**src/rtl/rv_ctrl_pkg.sv**
```systemverilog
// Shared definitions for the RV32I(+M) decode-stage control path.
// Contents: opcode and funct7 constants, control-field encodings, the
// packed control word carried from D into the ID/EX control register,
// and a small constructor used by the decoder.
package rv_ctrl_pkg;

  localparam logic [6:0] OP_LOAD   = 7'b0000011;
  localparam logic [6:0] OP_STORE  = 7'b0100011;
  localparam logic [6:0] OP_REG    = 7'b0110011;
  localparam logic [6:0] OP_BRANCH = 7'b1100011;
  localparam logic [6:0] OP_IMM    = 7'b0010011;
  localparam logic [6:0] OP_AUIPC  = 7'b0010111;
  localparam logic [6:0] OP_LUI    = 7'b0110111;
  localparam logic [6:0] OP_JALR   = 7'b1100111;
  localparam logic [6:0] OP_JAL    = 7'b1101111;

  localparam logic [6:0] F7_BASE   = 7'b0000000;
  localparam logic [6:0] F7_ALT    = 7'b0100000;
  localparam logic [6:0] F7_MULDIV = 7'b0000001;

  typedef enum logic [1:0] {
    ALU_ADD   = 2'b00,
    ALU_SUB   = 2'b01,
    ALU_FUNCT = 2'b10
  } alu_op_e;

  typedef enum logic [1:0] {
    RES_ALU = 2'b00,
    RES_MEM = 2'b01,
    RES_PC4 = 2'b10,
    RES_IMM = 2'b11
  } result_src_e;

  typedef enum logic [2:0] {
    IMM_I       = 3'b000,
    IMM_S       = 3'b001,
    IMM_B       = 3'b010,
    IMM_J       = 3'b011,
    IMM_U_AUIPC = 3'b100,
    IMM_U_LUI   = 3'b101
  } imm_src_e;

  typedef struct packed {
    logic        reg_write;
    imm_src_e    imm_src;
    logic        alu_src;
    logic        mem_write;
    result_src_e result_src;
    alu_op_e     alu_op;
    logic        jump;
    logic        jalr;
    logic        branch;
    logic        mul_div;
    logic [2:0]  mul_div_op;
  } ctrl_word_t;

  localparam ctrl_word_t CTRL_NONE = '0;

  // Builds a base-ISA control word; the M fields start cleared.
  function automatic ctrl_word_t make_ctrl(
    input logic        reg_write,
    input imm_src_e    imm_src,
    input logic        alu_src,
    input logic        mem_write,
    input result_src_e result_src,
    input alu_op_e     alu_op,
    input logic        jump,
    input logic        jalr,
    input logic        branch
  );
    ctrl_word_t w;
    w            = CTRL_NONE;
    w.reg_write  = reg_write;
    w.imm_src    = imm_src;
    w.alu_src    = alu_src;
    w.mem_write  = mem_write;
    w.result_src = result_src;
    w.alu_op     = alu_op;
    w.jump       = jump;
    w.jalr       = jalr;
    w.branch     = branch;
    return w;
  endfunction

endpackage

```
**src/rtl/decode_ctrl_stage_if.sv**
```systemverilog
// D-to-E control bundle of the decode stage.
// D side: InstrD, ValidD, FlushE. E side: registered controls, IllegalE,
// ValidE, plus the MUL/DIV hold signals StallMD and MdBusy.
// master = pipeline/driver side, slave = decode_ctrl_stage.
interface decode_ctrl_stage_if;
  logic [31:0] InstrD;
  logic        ValidD;
  logic        FlushE;
  logic        RegWriteE;
  logic        MemWriteE;
  logic        BranchE;
  logic        JumpE;
  logic        JalrE;
  logic        ALUSrcE;
  logic [1:0]  ResultSrcE;
  logic [2:0]  ImmSrcE;
  logic [1:0]  ALUOpE;
  logic        MulDivE;
  logic [2:0]  MulDivOpE;
  logic        IllegalE;
  logic        ValidE;
  logic        StallMD;
  logic        MdBusy;

  modport master (
    output InstrD, ValidD, FlushE,
    input  RegWriteE, MemWriteE, BranchE, JumpE, JalrE, ALUSrcE,
    input  ResultSrcE, ImmSrcE, ALUOpE, MulDivE, MulDivOpE,
    input  IllegalE, ValidE, StallMD, MdBusy
  );

  modport slave (
    input  InstrD, ValidD, FlushE,
    output RegWriteE, MemWriteE, BranchE, JumpE, JalrE, ALUSrcE,
    output ResultSrcE, ImmSrcE, ALUOpE, MulDivE, MulDivOpE,
    output IllegalE, ValidE, StallMD, MdBusy
  );
endinterface

```
**src/rtl/rv_ctrl_decode.sv**
```systemverilog
// Combinational RV32I(+M) opcode decoder.
// Ports: instr_i (instruction in D), valid_i (not a bubble),
//        ctrl_o (control word, all zero for bubbles and illegal encodings),
//        illegal_o (valid instruction with an illegal encoding).
module rv_ctrl_decode
  import rv_ctrl_pkg::*;
#(
  parameter int ENABLE_M = 1
) (
  input  logic [31:0] instr_i,
  input  logic        valid_i,
  output ctrl_word_t  ctrl_o,
  output logic        illegal_o
);

  logic [6:0] op;
  logic [2:0] f3;
  logic [6:0] f7;
  ctrl_word_t word;
  logic       legal;
  logic       unused_fields;

  assign op = instr_i[6:0];
  assign f3 = instr_i[14:12];
  assign f7 = instr_i[31:25];
  // Register and immediate fields are decoded elsewhere in the pipeline.
  assign unused_fields = ^{instr_i[24:15], instr_i[11:7]};

  // NOTE: every variable gets a default at the top of the block so no
  // path leaves it unassigned; otherwise synthesis infers a latch.
  always_comb begin
    word  = CTRL_NONE;
    legal = 1'b1;
    case (op)
      OP_LOAD: begin
        word  = make_ctrl(1'b1, IMM_I, 1'b1, 1'b0, RES_MEM, ALU_ADD, 1'b0, 1'b0, 1'b0);
        legal = f3 inside {3'b000, 3'b001, 3'b010, 3'b100, 3'b101};
      end
      OP_STORE: begin
        word  = make_ctrl(1'b0, IMM_S, 1'b1, 1'b1, RES_ALU, ALU_ADD, 1'b0, 1'b0, 1'b0);
        legal = f3 inside {3'b000, 3'b001, 3'b010};
      end
      OP_REG: begin
        word = make_ctrl(1'b1, IMM_I, 1'b0, 1'b0, RES_ALU, ALU_FUNCT, 1'b0, 1'b0, 1'b0);
        if (ENABLE_M != 0 && f7 == F7_MULDIV) begin
          word.mul_div    = 1'b1;
          word.mul_div_op = f3;
        end else begin
          legal = (f7 == F7_BASE) || (f7 == F7_ALT);
        end
      end
      OP_BRANCH: begin
        word  = make_ctrl(1'b0, IMM_B, 1'b0, 1'b0, RES_ALU, ALU_SUB, 1'b0, 1'b0, 1'b1);
        legal = !(f3 inside {3'b010, 3'b011});
      end
      OP_IMM:   word = make_ctrl(1'b1, IMM_I, 1'b1, 1'b0, RES_ALU, ALU_FUNCT, 1'b0, 1'b0, 1'b0);
      OP_AUIPC: word = make_ctrl(1'b1, IMM_U_AUIPC, 1'b0, 1'b0, RES_IMM, ALU_ADD, 1'b0, 1'b0, 1'b0);
      OP_LUI:   word = make_ctrl(1'b1, IMM_U_LUI, 1'b0, 1'b0, RES_IMM, ALU_ADD, 1'b0, 1'b0, 1'b0);
      OP_JALR: begin
        word  = make_ctrl(1'b1, IMM_I, 1'b1, 1'b0, RES_PC4, ALU_FUNCT, 1'b1, 1'b1, 1'b0);
        legal = (f3 == 3'b000);
      end
      OP_JAL:   word = make_ctrl(1'b1, IMM_J, 1'b0, 1'b0, RES_PC4, ALU_ADD, 1'b1, 1'b0, 1'b0);
      default:  legal = 1'b0;
    endcase

    // Bubbles and illegal encodings both leave E with an inert word.
    ctrl_o    = (valid_i && legal) ? word : CTRL_NONE;
    illegal_o = valid_i && !legal;
  end

endmodule

```
**src/rtl/decode_ctrl_stage.sv**
```systemverilog
// Registered decode-stage control unit: decodes InstrD, holds the ID/EX
// control register, and keeps a multi-cycle MUL/DIV in E by stalling F/D.
// Ports: clk, reset (synchronous, active-high), bus (slave side of
//        decode_ctrl_stage_if: D inputs, registered E controls,
//        StallMD combinational hold request, MdBusy FSM status).
module decode_ctrl_stage
  import rv_ctrl_pkg::*;
#(
  parameter int ENABLE_M   = 1,
  parameter int MUL_CYCLES = 2,
  parameter int DIV_CYCLES = 8
) (
  input  logic                 clk,
  input  logic                 reset,
  decode_ctrl_stage_if.slave   bus
);

  typedef enum logic {MD_IDLE, MD_BUSY} md_state_e;

  localparam logic [4:0] MUL_L = 5'(MUL_CYCLES);
  localparam logic [4:0] DIV_L = 5'(DIV_CYCLES);

  ctrl_word_t ctrl_d, ctrl_q;
  logic       illegal_d, illegal_q;
  logic       valid_q;
  md_state_e  state_d, state_q;
  logic [3:0] cnt_d, cnt_q;
  logic [4:0] lat;
  logic       launch;
  logic       stall;

  rv_ctrl_decode #(.ENABLE_M(ENABLE_M)) u_decode (
    .instr_i   (bus.InstrD),
    .valid_i   (bus.ValidD),
    .ctrl_o    (ctrl_d),
    .illegal_o (illegal_d)
  );

  // funct3[2] separates the divide group from the multiply group.
  assign lat    = ctrl_q.mul_div_op[2] ? DIV_L : MUL_L;
  assign launch = valid_q && ctrl_q.mul_div && (lat > 5'd1);

  // The launch cycle counts as the first of L, and the cnt==0 BUSY cycle
  // as the last, so cnt starts at L-2.
  always_comb begin
    state_d = state_q;
    cnt_d   = cnt_q;
    stall   = 1'b0;
    case (state_q)
      MD_IDLE: begin
        if (launch) begin
          stall   = 1'b1;
          state_d = MD_BUSY;
          cnt_d   = 4'(lat - 5'd2);
        end
      end
      MD_BUSY: begin
        stall = (cnt_q != 4'd0);
        if (cnt_q == 4'd0) state_d = MD_IDLE;
        else               cnt_d   = cnt_q - 4'd1;
      end
      default: state_d = MD_IDLE;
    endcase
    // A flush aborts the in-flight op and releases F/D immediately.
    if (bus.FlushE) begin
      state_d = MD_IDLE;
      cnt_d   = 4'd0;
      stall   = 1'b0;
    end
  end

  // NOTE: state uses non-blocking assignments so every flop samples the
  // pre-edge values, independent of block ordering.
  always_ff @(posedge clk) begin
    if (reset) begin
      state_q <= MD_IDLE;
      cnt_q   <= 4'd0;
    end else begin
      state_q <= state_d;
      cnt_q   <= cnt_d;
    end
  end

  // NOTE: the control register is reset because a random ValidE or
  // RegWriteE out of reset would corrupt architectural state.
  always_ff @(posedge clk) begin
    if (reset || bus.FlushE) begin
      ctrl_q    <= CTRL_NONE;
      illegal_q <= 1'b0;
      valid_q   <= 1'b0;
    end else if (!stall) begin
      ctrl_q    <= ctrl_d;
      illegal_q <= illegal_d;
      valid_q   <= bus.ValidD;
    end
  end

  assign bus.RegWriteE  = ctrl_q.reg_write;
  assign bus.MemWriteE  = ctrl_q.mem_write;
  assign bus.BranchE    = ctrl_q.branch;
  assign bus.JumpE      = ctrl_q.jump;
  assign bus.JalrE      = ctrl_q.jalr;
  assign bus.ALUSrcE    = ctrl_q.alu_src;
  assign bus.ResultSrcE = ctrl_q.result_src;
  assign bus.ImmSrcE    = ctrl_q.imm_src;
  assign bus.ALUOpE     = ctrl_q.alu_op;
  assign bus.MulDivE    = ctrl_q.mul_div;
  assign bus.MulDivOpE  = ctrl_q.mul_div_op;
  assign bus.IllegalE   = illegal_q;
  assign bus.ValidE     = valid_q;
  assign bus.StallMD    = stall;
  assign bus.MdBusy     = (state_q == MD_BUSY);

endmodule

```
**src/flat_wrapper.sv**
```systemverilog
// flat-port wrapper written by rule: the top's interface ports become plain ports
module decode_ctrl_stage_flat import rv_ctrl_pkg::*;
#(
  parameter int ENABLE_M   = 1,
  parameter int MUL_CYCLES = 2,
  parameter int DIV_CYCLES = 8
)
  (clk, reset, bus_InstrD, bus_ValidD, bus_FlushE, bus_RegWriteE, bus_MemWriteE, bus_BranchE, bus_JumpE, bus_JalrE, bus_ALUSrcE, bus_ResultSrcE, bus_ImmSrcE, bus_ALUOpE, bus_MulDivE, bus_MulDivOpE, bus_IllegalE, bus_ValidE, bus_StallMD, bus_MdBusy);
  decode_ctrl_stage_if bus_i ();
  input  logic clk;
  input  logic reset;
  input wire logic [$bits(bus_i.InstrD)-1:0] bus_InstrD;
  input wire logic [$bits(bus_i.ValidD)-1:0] bus_ValidD;
  input wire logic [$bits(bus_i.FlushE)-1:0] bus_FlushE;
  output wire logic [$bits(bus_i.RegWriteE)-1:0] bus_RegWriteE;
  output wire logic [$bits(bus_i.MemWriteE)-1:0] bus_MemWriteE;
  output wire logic [$bits(bus_i.BranchE)-1:0] bus_BranchE;
  output wire logic [$bits(bus_i.JumpE)-1:0] bus_JumpE;
  output wire logic [$bits(bus_i.JalrE)-1:0] bus_JalrE;
  output wire logic [$bits(bus_i.ALUSrcE)-1:0] bus_ALUSrcE;
  output wire logic [$bits(bus_i.ResultSrcE)-1:0] bus_ResultSrcE;
  output wire logic [$bits(bus_i.ImmSrcE)-1:0] bus_ImmSrcE;
  output wire logic [$bits(bus_i.ALUOpE)-1:0] bus_ALUOpE;
  output wire logic [$bits(bus_i.MulDivE)-1:0] bus_MulDivE;
  output wire logic [$bits(bus_i.MulDivOpE)-1:0] bus_MulDivOpE;
  output wire logic [$bits(bus_i.IllegalE)-1:0] bus_IllegalE;
  output wire logic [$bits(bus_i.ValidE)-1:0] bus_ValidE;
  output wire logic [$bits(bus_i.StallMD)-1:0] bus_StallMD;
  output wire logic [$bits(bus_i.MdBusy)-1:0] bus_MdBusy;
  assign bus_i.InstrD = bus_InstrD;
  assign bus_i.ValidD = bus_ValidD;
  assign bus_i.FlushE = bus_FlushE;
  assign bus_RegWriteE = bus_i.RegWriteE;
  assign bus_MemWriteE = bus_i.MemWriteE;
  assign bus_BranchE = bus_i.BranchE;
  assign bus_JumpE = bus_i.JumpE;
  assign bus_JalrE = bus_i.JalrE;
  assign bus_ALUSrcE = bus_i.ALUSrcE;
  assign bus_ResultSrcE = bus_i.ResultSrcE;
  assign bus_ImmSrcE = bus_i.ImmSrcE;
  assign bus_ALUOpE = bus_i.ALUOpE;
  assign bus_MulDivE = bus_i.MulDivE;
  assign bus_MulDivOpE = bus_i.MulDivOpE;
  assign bus_IllegalE = bus_i.IllegalE;
  assign bus_ValidE = bus_i.ValidE;
  assign bus_StallMD = bus_i.StallMD;
  assign bus_MdBusy = bus_i.MdBusy;
  decode_ctrl_stage #(.ENABLE_M(ENABLE_M), .MUL_CYCLES(MUL_CYCLES), .DIV_CYCLES(DIV_CYCLES)) u_core (.clk(clk), .reset(reset), .bus(bus_i));
endmodule
```
**config.mk**
```make
export PLATFORM = sky130hd
export DESIGN_NAME = decode_ctrl_stage_flat
export DESIGN_NICKNAME = d
export VERILOG_FILES = /design/src/rtl/rv_ctrl_pkg.sv /design/src/rtl/decode_ctrl_stage_if.sv /design/src/rtl/rv_ctrl_decode.sv /design/src/rtl/decode_ctrl_stage.sv /design/src/flat_wrapper.sv
export SDC_FILE = /design/constraint.sdc
export NUM_CORES = 1
export LEC_CHECK = 0
export CAP_MARGIN = 30
export CORE_AREA = 3 3 59 67
export CTS_CLUSTER_DIAMETER = 200
export DETAILED_ROUTE_END_ITERATION = 8
export DIE_AREA = 0 0 62 70
export GPL_TIMING_DRIVEN = 1
export PLACE_DENSITY = 0.8
export SLEW_MARGIN = 0
export SYNTH_ARGS = -nofsm -noshare
export SYNTH_HDL_FRONTEND = slang
export SYNTH_SLANG_ARGS = --single-unit
```
**constraint.sdc**
```tcl
create_clock -name clk -period 2.45 [get_ports clk]
set_input_delay 0.49 -clock clk [delete_from_list [all_inputs] [get_ports clk]]
set_output_delay 0.49 -clock clk [all_outputs]
set_load 0.02 [all_outputs]
```
==> impl_metrics.csv, run 1 <==
group,metric,value,unit
run_status,status,"finished clean",
die,die_width,62,um
power_and_ir_drop,p_sw_share,24.1,%
detailed_routing,drt-total-wl,3190,um
clock_network,htreeDepth,1,
synth,async_flop_share,0,%
power_and_ir_drop,comb_power_share,16.2,%
timing,final_min_period_over_clock_period,95.0,%
synth,synth-warning-count,0,
critical_path,path_cells,"inv_1 -> ha_1 -> or3b_2 -> a21boi_2 -> nor2_1 -> clkbuf_2",
synth,synth_enable_flop_cells,0,
min_path,hp-class,"register to register",
synth,ys_top_cells_by_area,"sky130_fd_sc_hd__dfxtp_1 (36%), sky130_fd_sc_hd__nand2_1 (7.8%), sky130_fd_sc_hd__a21oi_1 (5.4%), sky130_fd_sc_hd__buf_6 (4.4%), sky130_fd_sc_hd__o21ai_0 (4.3%)",
global_route,grt_start_max_net_pins,15,
synth,share_of_synthesized_area_occupied_by_flip_flops_and_latches,35.7,%
run,timing.max_cap.violations,0,
clock_network,maximum_clock_insertion_buffer_count,2,
global_route,grt_first_pass_wirelength,5180,um
clock_network,worstSkewPairLatency,0.31,ns
die,start_util,38.8,%
critical_path,critical_path_peak_fanout,4,
timing,max_freq,430,MHz
die,floorplan.die.height,70,um
clock_network,sinks_on_clock_net,23,
synth,synthAdderAreaFrac,1.94,%
power_and_ir_drop,p_per_area,359,nW/um^2
detailed_routing,post_drt_via_cell_ratio,5.20,
final_layout,drive_gt1_share,16.3,%
power_and_ir_drop,power_report.internal_total,0.496,mW
synth,synth.ff_latch_count,23,
synth,synth_area,1290,um^2
global_route,number_of_global_route_vias_before_repair,1225,
placement,place_ws,-0.126,ns
timing,final_hold_viol_count,0,
timing,timing.final.ws_setup,0.123,ns
synth,dominant_combinational_cell_family_by_area_after_synthesis,"simple AND/OR/NAND/NOR gates",
detailed_routing,drt_iter0_markers,39,
synth,synthSimpleGateAreaFrac,26.8,%
critical_path,slowest_stage_cell_on_the_critical_path,"sky130_fd_sc_hd__or3b_2",
synth,synth_largest_area_cell,"sky130_fd_sc_hd__dfxtp_1",
die,num_rows,22,
clock_network,clock_slew_at_reported_path_ffs,0.12,ns
clock_network,tritoncts,"yes",
final_layout,fin_nets,247,
synth,yosys_cell_types,41,
synth,synth_top_area_share,35.7,%
synth,mean_instance_size_in_the_synthesized_netlist,8.22,um^2
timing,fin_setup_tns,0,ns
placement,routabilityCongestion,0.773,
synth,dominantRegCellSynth,"sky130_fd_sc_hd__dfxtp_1",
power_and_ir_drop,report.power.total,0.654,mW
critical_path,start_kind,"register",
clock_network,post-cts-setup-buffer-count,0,
timing,slew_violations,0,
critical_path,worstPathRequired,1.96,ns
final_layout,antennaDiodeCount,0,
detailed_routing,wl_per_cell,12.5,um
timing,timing_worst_slew_pin_value,0.316,ns
timing,period_needed,2.33,ns
die,fp.coreArea,3330,um^2
clock_network,ctsRootBufferMaster,"sky130_fd_sc_hd__clkbuf_4",
final_layout,multi_input_area,736,um^2
timing,slew_headroom,78.8,%
power_and_ir_drop,vdd.ir_drop.worst,0.000182,V
detailed_routing,drt_pre_antenna_iters,4,
power_and_ir_drop,p_switching,0.157,mW
die,die_area,4340,um^2
global_route,grt_usage,15.1,%
critical_path,max_stage_delay,0.48,ns
detailed_routing,vias,1330,
global_route,initial_antenna_violation_count,0,
clock_network,post_cts_hold_buffer_count,0,
final_layout,area_delta_synth_final,41.2,%
timing,setup_viol,0,
synth,yosys.area_share.xor_xnor,1.36,%
die,top_level_ports,57,
placement,detailedPlacementHpwl,2530,um
power_and_ir_drop,p_leak,0.623,nW
power_and_ir_drop,power.sequential.fraction,57.5,%
critical_path,criticalPathCategory,"register to primary output",
final_layout,seq_area,460,um^2
critical_path,cp-end-kind,"primary output",
timing,finClkSkew,0.00527,ns
global_route,global_route.overflow_total,0,
synth,synth_cells,157,
synth,synth_mux_area_share,0,%
critical_path,cp_data_arrival_time,1.84,ns
placement,numPortBuffers,41,
timing,rsz_0062_raised_after_global_routing,"false",
detailed_routing,final_antenna_net_count,0,
detailed_routing,drc,0,
synth,postSynthNetCount,195,
synth,synth-compound-area-share,26.6,%
final_layout,layout.filler_cells,310,
power_and_ir_drop,share_clk_of_total_power,26.3,%
clock_network,tritoncts.num_buffers,3,
timing,whs,0.454,ns
[state kept, by name (all words and copies together) (netlist names)]
name                   cells
u_core.bus.RegWriteE       1
u_core.bus.MdBusy          1
u_core.bus.ValidE          1
u_core.bus.MemWriteE       1
u_core.bus.MulDivE         1
u_core.bus.IllegalE        1
u_core.bus.ALUOpE          2
u_core.bus.ImmSrcE         3
u_core.bus.MulDivOpE       3
u_core.bus.JalrE           1
u_core.bus.ResultSrcE      2
u_core.cnt_q               4
u_core.bus.JumpE           1
u_core.bus.ALUSrcE         1
[power groups by stage]
stage / registers, mW / clock network (mW) / logic [mW]
CTS: 0.376 / 0.174 / 0.106
finish: 0.376 / 0.172 / 0.106
detailed placement: 0.385 / 0 / 0.105
global placement: 0.385 / 0 / 0.103
global route: 0.376 / 0.189 / 0.115
floorplan: 0.386 / 0 / 0.0479
[critical path: cells and delay by family, from the launching register on]
family | cells | cell delay [ns]
AOI/OAI and AO/OA | 1 | 0.20
buffers and inverters | 2 | 0.26
and+or+nand+nor | 2 | 0.58
adders and majority gates | 1 | 0.14
DFF | 1 | 0.36
[placed cells by master, fill, tap and decap left out, drive strengths merged, types with 3 or more instances in the layout]
master         instances
a21oi                 14
and2                   3
buf                   15
clkbuf                 5
clkdlybuf4s50         40
dfxtp                 23
inv                    6
nand2                 27
nand3                  8
nor2                  10
o2111ai                3
o21ai                 14
o31ai                  7
or2                    4
[area by class of cell]
class,instances,share of cell area (%)
flip-flops and latches,23,25.3
multi-input cells,119,40.4
inverters,6,1.24
repair buffers,56,28.4
well taps,48,3.29
clock buffers,4,1.44
[per-layer routing]
metal  track usage, %  vias to the layer above  share of wire [%]
met2             24.2                       49                 49
li1                 -                      668                  -
met1             19.7                      605                 45
met4             6.60                        0                1.9
met5                0                        -                  0
met3             1.66                        8                4.5
[per-stage QoR]
stage	cells	instance area (um^2)	utilization, %
global route	256	1820	54.7
CTS	256	1830	54.9
global placement	252	1800	54.0
detailed placement	252	1800	54.0
finish	256	1820	54.7
floorplan	157	1290	-
[path summary, 6_finish.rpt]
path / slack, ns / to / from / cells after the start
worst max-delay path: 0.12 / bus_StallMD / u_core.cnt_q[0] / 6
worst min-delay path: 0.45 / u_core.bus.JumpE / u_core.bus.JumpE / 2
worst max register to register: 0.47 / u_core.bus.ALUOpE[1] / u_core.cnt_q[0] / 9
worst min register to register: 0.45 / u_core.bus.JumpE / u_core.bus.JumpE / 2
[kinds of logic (layout without fill, tap and decap cells)]
logic type | after synthesis | count (layout)
AOI/OAI and AO/OA | 47 | 47
xor gates and xnor gates | 2 | 2
adders and majority gates | 2 | 2
buffers and inverters | 15 | 66
DFF | 23 | 23
and+or+nand+nor | 68 | 68
[what timing repair did]
item | 4_1_cts | 5_1_grt
setup endpoints to repair | 1 | 1
gates resized for setup | 3 | 1
pin swaps | 0 | 0
[synth_stat cells, types with 3 or more instances]
library cell	number
sky130_fd_sc_hd__nand3_1	8
sky130_fd_sc_hd__o31ai_1	5
sky130_fd_sc_hd__nand2_1	27
sky130_fd_sc_hd__or2_2	4
sky130_fd_sc_hd__inv_1	6
sky130_fd_sc_hd__a21oi_1	14
sky130_fd_sc_hd__nor2_1	10
sky130_fd_sc_hd__dfxtp_1	23
sky130_fd_sc_hd__o21ai_1	3
sky130_fd_sc_hd__o21ai_0	11
sky130_fd_sc_hd__buf_6	5
(Power assumes the default switching activity.)
==> run 2: changes to the inputs <==
- CORE_AREA: 3 3 59 67 -> 3 3 64 72
- DIE_AREA: 0 0 62 70 -> 0 0 67 75
- PLACE_DENSITY: 0.8 -> 0.78
- SYNTH_HIERARCHICAL: default -> 1
==> run 2 against run 1 <==
Effect of this change:
- non-clock buffer count is 12 higher
- wire length is 16% higher
- count of clock-buffer cells in the layout shrank 1
- synthesized cell count increased by 17%
- sequential power up 4%
- cell count grew 14%
- fmax down 1.4%
- worst hold slack improved by 0.0063 ns
- critical path type is now primary input to register
- critical endpoint is now u_core/bus.ALUSrcE
==> impl_metrics.csv, run 2 <==
group,metric,value,unit
run_status,status,"finished clean",
critical_path,path_cells,"clkdlybuf4s50_1 -> or4_1 -> a211oi_2 -> a2111oi_4 -> buf_6 -> a2111oi_4 -> nand2_1 -> mux2i_1",
clock_network,worstSkewPairLatency,0.26,ns
clock_network,ctsRootBufferMaster,"sky130_fd_sc_hd__clkbuf_8",
die,floorplan.die.height,75,um
detailed_routing,wl_per_cell,12.6,um
die,fp.coreArea,3960,um^2
timing,final_hold_viol_count,0,
synth,synth_largest_area_cell,"sky130_fd_sc_hd__dfxtp_1",
timing,rsz_0062_raised_after_global_routing,"false",
synth,mean_instance_size_in_the_synthesized_netlist,8.42,um^2
global_route,grt_start_max_net_pins,23,
critical_path,worstPathRequired,2.65,ns
global_route,initial_antenna_violation_count,0,
synth,async_flop_share,0,%
power_and_ir_drop,report.power.total,0.750,mW
critical_path,start_kind,"primary input",
timing,final_min_period_over_clock_period,96.3,%
timing,timing.final.ws_setup,0.0902,ns
synth,synthAdderAreaFrac,1.62,%
synth,post_synth_most_frequent_cells,"sky130_fd_sc_hd__nand2_1 (46), sky130_fd_sc_hd__dfxtp_1 (24), sky130_fd_sc_hd__mux2i_1 (21), sky130_fd_sc_hd__nor2_1 (11), sky130_fd_sc_hd__nor3_1 (7)",
die,die_width,67,um
final_layout,leading_cell_types_in_the_layout_fill_and_taps_excluded,"sky130_fd_sc_hd__nand2_1 (46), sky130_fd_sc_hd__clkdlybuf4s50_1 (35), sky130_fd_sc_hd__buf_4 (26)",
synth,synth.ff_latch_count,24,
critical_path,critical_path_peak_fanout,7,
critical_path,r2r_start,"u_core/cnt_q[0]",
detailed_routing,drt_pre_antenna_iters,4,
synth,yosys_cell_types,43,
critical_path,slowest_stage_cell_on_the_critical_path,"sky130_fd_sc_hd__or4_1",
synth,synth_enable_flop_cells,0,
final_layout,drive_gt1_share,21.7,%
global_route,global_route.overflow_total,0,
synth,ys_top_cells_by_area,"sky130_fd_sc_hd__dfxtp_1 (31%), sky130_fd_sc_hd__mux2i_1 (14%), sky130_fd_sc_hd__nand2_1 (11%), sky130_fd_sc_hd__buf_6 (3.7%), sky130_fd_sc_hd__clkbuf_8 (2.7%)",
detailed_routing,final_antenna_net_count,0,
final_layout,regMostFlops,"u_core/cnt_q",
global_route,grt_usage,15.5,%
critical_path,rrSetupSlack,0.62,ns
final_layout,commonest_non_fill_non_tap_cell_in_the_layout,"sky130_fd_sc_hd__nand2_1",
clock_network,tritoncts.num_buffers,3,
detailed_routing,drt-total-wl,3690,um
clock_network,post_cts_hold_buffer_count,0,
timing,whs,0.460,ns
synth,synth_cells,183,
die,num_rows,24,
synth,synth_top_area_share,31.2,%
critical_path,criticalPathCategory,"primary input to register",
critical_path,crit_end,"u_core/bus.ALUSrcE",
placement,routabilityCongestion,0.832,
critical_path,critPathLaunch,"bus_InstrD[12]",
placement,numPortBuffers,41,
synth,synthSimpleGateAreaFrac,32.3,%
min_path,hp-start,"u_core/bus.MemWriteE",
timing,timing_worst_slew_pin_value,0.463,ns
min_path,hp-class,"register to register",
clock_network,htreeDepth,1,
synth,postSynthNetCount,221,
timing,finClkSkew,0.00230,ns
synth,yosys.area_share.xor_xnor,1.14,%
clock_network,maximum_clock_insertion_buffer_count,2,
placement,detailedPlacementHpwl,2870,um
power_and_ir_drop,vdd.ir_drop.worst,0.000250,V
synth,share_of_synthesized_area_occupied_by_flip_flops_and_latches,31.2,%
power_and_ir_drop,p_leak,0.910,nW
final_layout,fin_nets,280,
global_route,grt_most_used_layer,"met2",
clock_network,post-cts-setup-buffer-count,0,
critical_path,cp_data_arrival_time,2.56,ns
synth,synth_mux_area_share,13.6,%
global_route,number_of_global_route_vias_before_repair,1436,
detailed_routing,drt_iter0_markers,53,
die,die_area,5030,um^2
final_layout,antennaDiodeCount,0,
timing,slew_headroom,69.2,%
synth,synth_area,1540,um^2
die,start_util,38.9,%
detailed_routing,drc,0,
final_layout,layout.filler_cells,381,
run,timing.max_cap.violations,0,
timing,slew_violations,0,
timing,setup_viol,0,
detailed_routing,post_drt_via_cell_ratio,4.99,
synth,dominantRegCellSynth,"sky130_fd_sc_hd__dfxtp_1",
timing,max_freq,424,MHz
synth,synth-warning-count,6,
clock_network,clock_slew_at_reported_path_ffs,0.08,ns
die,top_level_ports,57,
critical_path,critPathMostFrequentCell,"sky130_fd_sc_hd__a2111oi_4",
critical_path,reg2reg_depth,6,
final_layout,area_delta_synth_final,42.4,%
global_route,use_met3,2.24,%
detailed_routing,vias,1456,
final_layout,largest_reg_flops,4,
timing,period_needed,2.36,ns
global_route,grtUsageMet1,18.5,%
min_path,min_path_cells,2,
placement,place_ws,-0.444,ns
synth,post-synth-top-count-cell,"sky130_fd_sc_hd__nand2_1",
clock_network,sinks_on_clock_net,24,
global_route,grt_first_pass_wirelength,6160,um
clock_network,tritoncts,"yes",
critical_path,cp-end-kind,"register",
critical_path,max_stage_delay,0.53,ns
synth,dominant_combinational_cell_family_by_area_after_synthesis,"simple AND/OR/NAND/NOR gates",
synth,synth-compound-area-share,10.6,%
global_route,groute.layer.met2.usage,28.4,%
power_and_ir_drop,p_per_area,342,nW/um^2
critical_path,worstReg2RegEnd,"u_core/bus.RegWriteE",
## run 2: cell types whose count changed in the layout (fill, tap and decap cells not counted), sizes merged, moves of 4 or more
| cell | previous run | this run |
|---|---|---|
| mux2i | 0 | 21 |
| nand2 | 27 | 46 |
| buf | 15 | 27 |
| o21ai | 14 | 2 |
| a21oi | 14 | 4 |
| clkdlybuf4s50 | 40 | 35 |
| dlygate4sd2 | 0 | 5 |
| nand3 | 8 | 3 |
| nor3 | 2 | 7 |
| o31ai | 7 | 2 |
| nor4 | 1 | 5 |
## run 2: power by group
group	internal [mW]	total [mW]	leakage, nW	switching [mW]
clock network	0.110	0.226	0.0216	0.117
logic	0.0675	0.131	0.694	0.0637
registers	0.391	0.392	0.194	0.00116
total	0.568	0.750	0.910	0.181
## run 2: layer usage
layer  wire, um  vias up
li1           -      748
met1       1630      672
met2       1870       32
met3        152        4
met4         38        0
met5          0        -
## run 2: area by class of cell
| type | count | area [um^2] | share of cell area (%) |
|---|---|---|---|
| clock buffer | 3 | 41.3 | 1.88 |
| inverter | 5 | 18.8 | 0.856 |
| multi-input combinational | 140 | 975 | 44.4 |
| sequential | 24 | 480 | 21.9 |
| tap | 52 | 65.1 | 2.97 |
| timing repair buffer | 68 | 613 | 28.0 |
## run 2: kinds of logic (layout without fill, tap and decap cells)
kind of cell	Yosys count	after routing
mux	21	21
buf+inv	19	76
flops	24	24
xor+xnor	2	2
compound gates	19	19
simple gates	96	96
fa+ha+maj	2	2
## run 2: metrics by stage
step	cell area, um^2	util [%]	TNS, ns	instances
2_1_floorplan	1540	-	0	183
3_3_place_gp	2090	52.6	-5.74	288
3_5_place_dp	2090	52.8	-3.80	289
4_1_cts	2150	54.3	0	292
5_1_grt	2190	55.3	0	292
6_report	2190	55.3	0	292
## run 2: repair_timing
item / in CTS / in global routing
pin swaps: 2 / 1
gates resized for setup: 8 / 7
endpoints found under the setup margin: 9 / 4
## run 2: how the worst min path moves through the flow
stage                               to  slack [ns]
5_1_grt           u_core/bus.ALUOpE[0]        0.49
3_3_place_gp   u_core/bus.MulDivOpE[1]        0.45
3_5_place_dp      u_core/bus.MemWriteE        0.45
6_report          u_core/bus.MemWriteE        0.46
2_1_floorplan          u_core/cnt_q[1]        0.45
4_1_cts           u_core/bus.MemWriteE        0.47
## run 2: worst max-delay path: cells and delay by family
kind	cells	cell delay (ns)
buffers and inverters	2	0.61
AOI/OAI and AO/OA	3	0.71
muxes	1	0.13
and+or+nand+nor	2	0.61
==> run 3: changes to the inputs <==
- ABC_AREA: default -> 1
- CELL_PAD_IN_SITES_DETAIL_PLACEMENT: default -> 0
- CELL_PAD_IN_SITES_GLOBAL_PLACEMENT: default -> 1
- CORE_AREA: 3 3 64 72 -> 3 3 72 81
- DIE_AREA: 0 0 67 75 -> 0 0 75 84
- PLACE_DENSITY: 0.78 -> 0.84
==> run 3 against run 2 <==
Effect of this change:
- flip-flop and latch count unchanged
- design area decreased by 11%
- total power decreased by 0.88%
==> impl_metrics.csv, run 3 <==
group,metric,value,unit
placement,routabilityCongestion,0.783,
die,floorplan.die.height,84,um
timing,period_needed,2.27,ns
detailed_routing,final_antenna_net_count,0,
clock_network,post_cts.resized_instances,0,
final_layout,layout.filler_cells,530,
final_layout,fin_nets,306,
final_layout,post-route-util,38.8,%
final_layout,drive_gt1_share,12.4,%
detailed_routing,drt_pre_antenna_iters,4,
placement,numPortBuffers,41,
detailed_routing,vias,1425,
critical_path,critPathLaunch,"u_core/cnt_q[0]",
global_route,initial_antenna_violation_count,0,
die,fp.coreArea,5030,um^2
detailed_routing,drc,0,
synth,post-synth-top-count-cell,"sky130_fd_sc_hd__nor2_1",
min_path,hp-class,"register to register",
synth,post_synth_most_frequent_cells,"sky130_fd_sc_hd__nor2_1 (70), sky130_fd_sc_hd__inv_1 (29), sky130_fd_sc_hd__dfxtp_1 (24), sky130_fd_sc_hd__nand2_1 (24), sky130_fd_sc_hd__o21ai_0 (21)",
global_route,global_route.overflow_total,0,
clock_network,maximum_clock_insertion_buffer_count,2,
synth,yosys_cell_types,23,
timing,max_freq,440,MHz
timing,final_min_period_over_clock_period,92.8,%
global_route,grt_usage,11.0,%
run_status,status,"finished clean",
final_layout,largest_reg_flops,4,
global_route,number_of_global_route_vias_before_repair,1280,
power_and_ir_drop,vdd.ir_drop.worst,0.000178,V
clock_network,tritoncts,"yes",
clock_network,tritoncts.num_buffers,3,
clock_network,worstSkewPairLatency,0.26,ns
die,start_util,28.7,%
final_layout,area_delta_synth_final,35.2,%
run,timing.max_cap.violations,0,
critical_path,path_cells,"inv_1 -> ha_1 -> nand2_1 -> nand2_2 -> nand2_4 -> nand2_4 -> inv_1 -> clkdlybuf4s50_1",
synth,synth_top_area_share,33.3,%
timing,timing_worst_slew_pin_value,0.334,ns
timing,setup_viol,0,
critical_path,worstPathRequired,1.96,ns
detailed_routing,wire_length_on_met3,118,um
synth,postSynthNetCount,263,
placement,detailedPlacementHpwl,2650,um
placement,place_inst,321,
clock_network,htreeDepth,1,
final_layout,leading_cell_types_in_the_layout_fill_and_taps_excluded,"sky130_fd_sc_hd__nor2_1 (70), sky130_fd_sc_hd__clkdlybuf4s50_1 (41), sky130_fd_sc_hd__inv_1 (29)",
synth,synth_largest_area_cell,"sky130_fd_sc_hd__dfxtp_1",
die,num_rows,27,
critical_path,critical_path_peak_fanout,3,
critical_path,criticalPathCategory,"register to primary output",
detailed_routing,drt-total-wl,3280,um
timing,slew_violations,0,
min_path,hp-start,"u_core/cnt_q[0]",
global_route,grt_first_pass_wirelength,5500,um
die,die_area,6300,um^2
synth,synth.ff_latch_count,24,
synth,mean_instance_size_in_the_synthesized_netlist,6.42,um^2
synth,synth_enable_flop_cells,0,
synth,synth_area,1440,um^2
detailed_routing,dr.max_layer_used,"met4",
clock_network,clock_slew_at_reported_path_ffs,0.08,ns
synth,ys_top_cells_by_area,"sky130_fd_sc_hd__dfxtp_1 (33%), sky130_fd_sc_hd__nor2_1 (18%), sky130_fd_sc_hd__inv_1 (7.5%), sky130_fd_sc_hd__o21ai_0 (7.3%), sky130_fd_sc_hd__nand2_1 (6.2%)",
timing,fin_setup_tns,0,ns
detailed_routing,post_drt_via_cell_ratio,4.38,
detailed_routing,wl_met2,1620,um
detailed_routing,wl_met1,1510,um
final_layout,final_cells,325,
clock_network,post_cts_hold_buffer_count,0,
timing,finClkSkew,0.00338,ns
critical_path,cp.buffers_inverters,3,
global_route,grt_start_max_net_pins,26,
synth,share_of_synthesized_area_occupied_by_flip_flops_and_latches,33.3,%
power_and_ir_drop,report.power.total,0.743,mW
power_and_ir_drop,p_per_area,381,nW/um^2
synth,synth-warning-count,6,
critical_path,worst_path_dominant_cell_family,"buffers and inverters",
final_layout,antennaDiodeCount,0,
power_and_ir_drop,p_leak,0.915,nW
detailed_routing,drt_iter0_markers,58,
die,top_level_ports,57,
clock_network,ctsRootBufferMaster,"sky130_fd_sc_hd__clkbuf_8",
critical_path,slowest_stage_cell_on_the_critical_path,"sky130_fd_sc_hd__clkdlybuf4s50_1",
timing,rsz_0062_raised_after_global_routing,"false",
critical_path,cp_data_arrival_time,1.78,ns
critical_path,start_kind,"register",
timing,final_hold_viol_count,0,
critical_path,max_stage_delay,0.59,ns
clock_network,post-cts-setup-buffer-count,0,
detailed_routing,wl_per_cell,10.1,um
critical_path,r2r_start,"u_core/cnt_q[0]",
final_layout,commonest_non_fill_non_tap_cell_in_the_layout,"sky130_fd_sc_hd__nor2_1",
synth,dominantRegCellSynth,"sky130_fd_sc_hd__dfxtp_1",
clock_network,sinks_on_clock_net,24,
die,die_width,75,um
synth,async_flop_share,0,%
final_layout,regMostFlops,"u_core/cnt_q",
critical_path,cp-end-kind,"primary output",
synth,synth_cells,225,
timing,slew_headroom,77.5,%
## run 3: cell type report
type / instances / area [um^2] / area share (%)
Multi-Input combinational cell: 163 / 787 / 40.3
Tap cell: 58 / 72.6 / 3.72
Sequential cell: 24 / 480 / 24.6
Timing Repair Buffer: 45 / 440 / 22.6
Clock buffer: 4 / 55.1 / 2.82
Inverter: 31 / 116 / 5.96
## run 3: metal layers
metal  up-vias  GRT usage, %
li1        779             -
met4         0          4.53
met5         -             0
met1       608          13.7
met2        34          17.8
met3         4          2.29
## run 3: final timing paths
check | end | cells after the start | slack (ns)
worst min register to register | u_core/cnt_q[0] | 1 | 0.46
worst min-delay path | u_core/cnt_q[0] | 1 | 0.46
worst max register to register | u_core/cnt_q[1] | 9 | 1.01
worst max-delay path | bus_StallMD | 8 | 0.18
## run 3: through the flow
step | hold WS (ns) | cell area [um^2] | setup WS, ns
2_1_floorplan | 0.426 | 1440 | 0.820
3_3_place_gp | 0.444 | 1900 | 0.189
3_5_place_dp | 0.458 | 1900 | 0.143
4_1_cts | 0.471 | 1950 | 0.148
5_1_grt | 0.487 | 1950 | 0.0416
6_report | 0.464 | 1950 | 0.176
## run 3: kinds of logic (layout without fill, tap and decap cells)
group,count (synthesis),in the layout,share of synthesized area [%]
simple gates,128,128,40.9
fa+ha+maj,2,2,1.73
flops,24,24,33.3
buf+inv,38,80,12.2
compound gates,32,32,11.3
xor+xnor,1,1,0.607
## run 3: power by group
| part | switching (mW) | total (mW) | leakage [nW] | internal, mW |
|---|---|---|---|---|
| combinational | 0.0434 | 0.0876 | 0.693 | 0.0442 |
| clock | 0.120 | 0.263 | 0.0288 | 0.143 |
| sequential | 0.00123 | 0.392 | 0.194 | 0.391 |
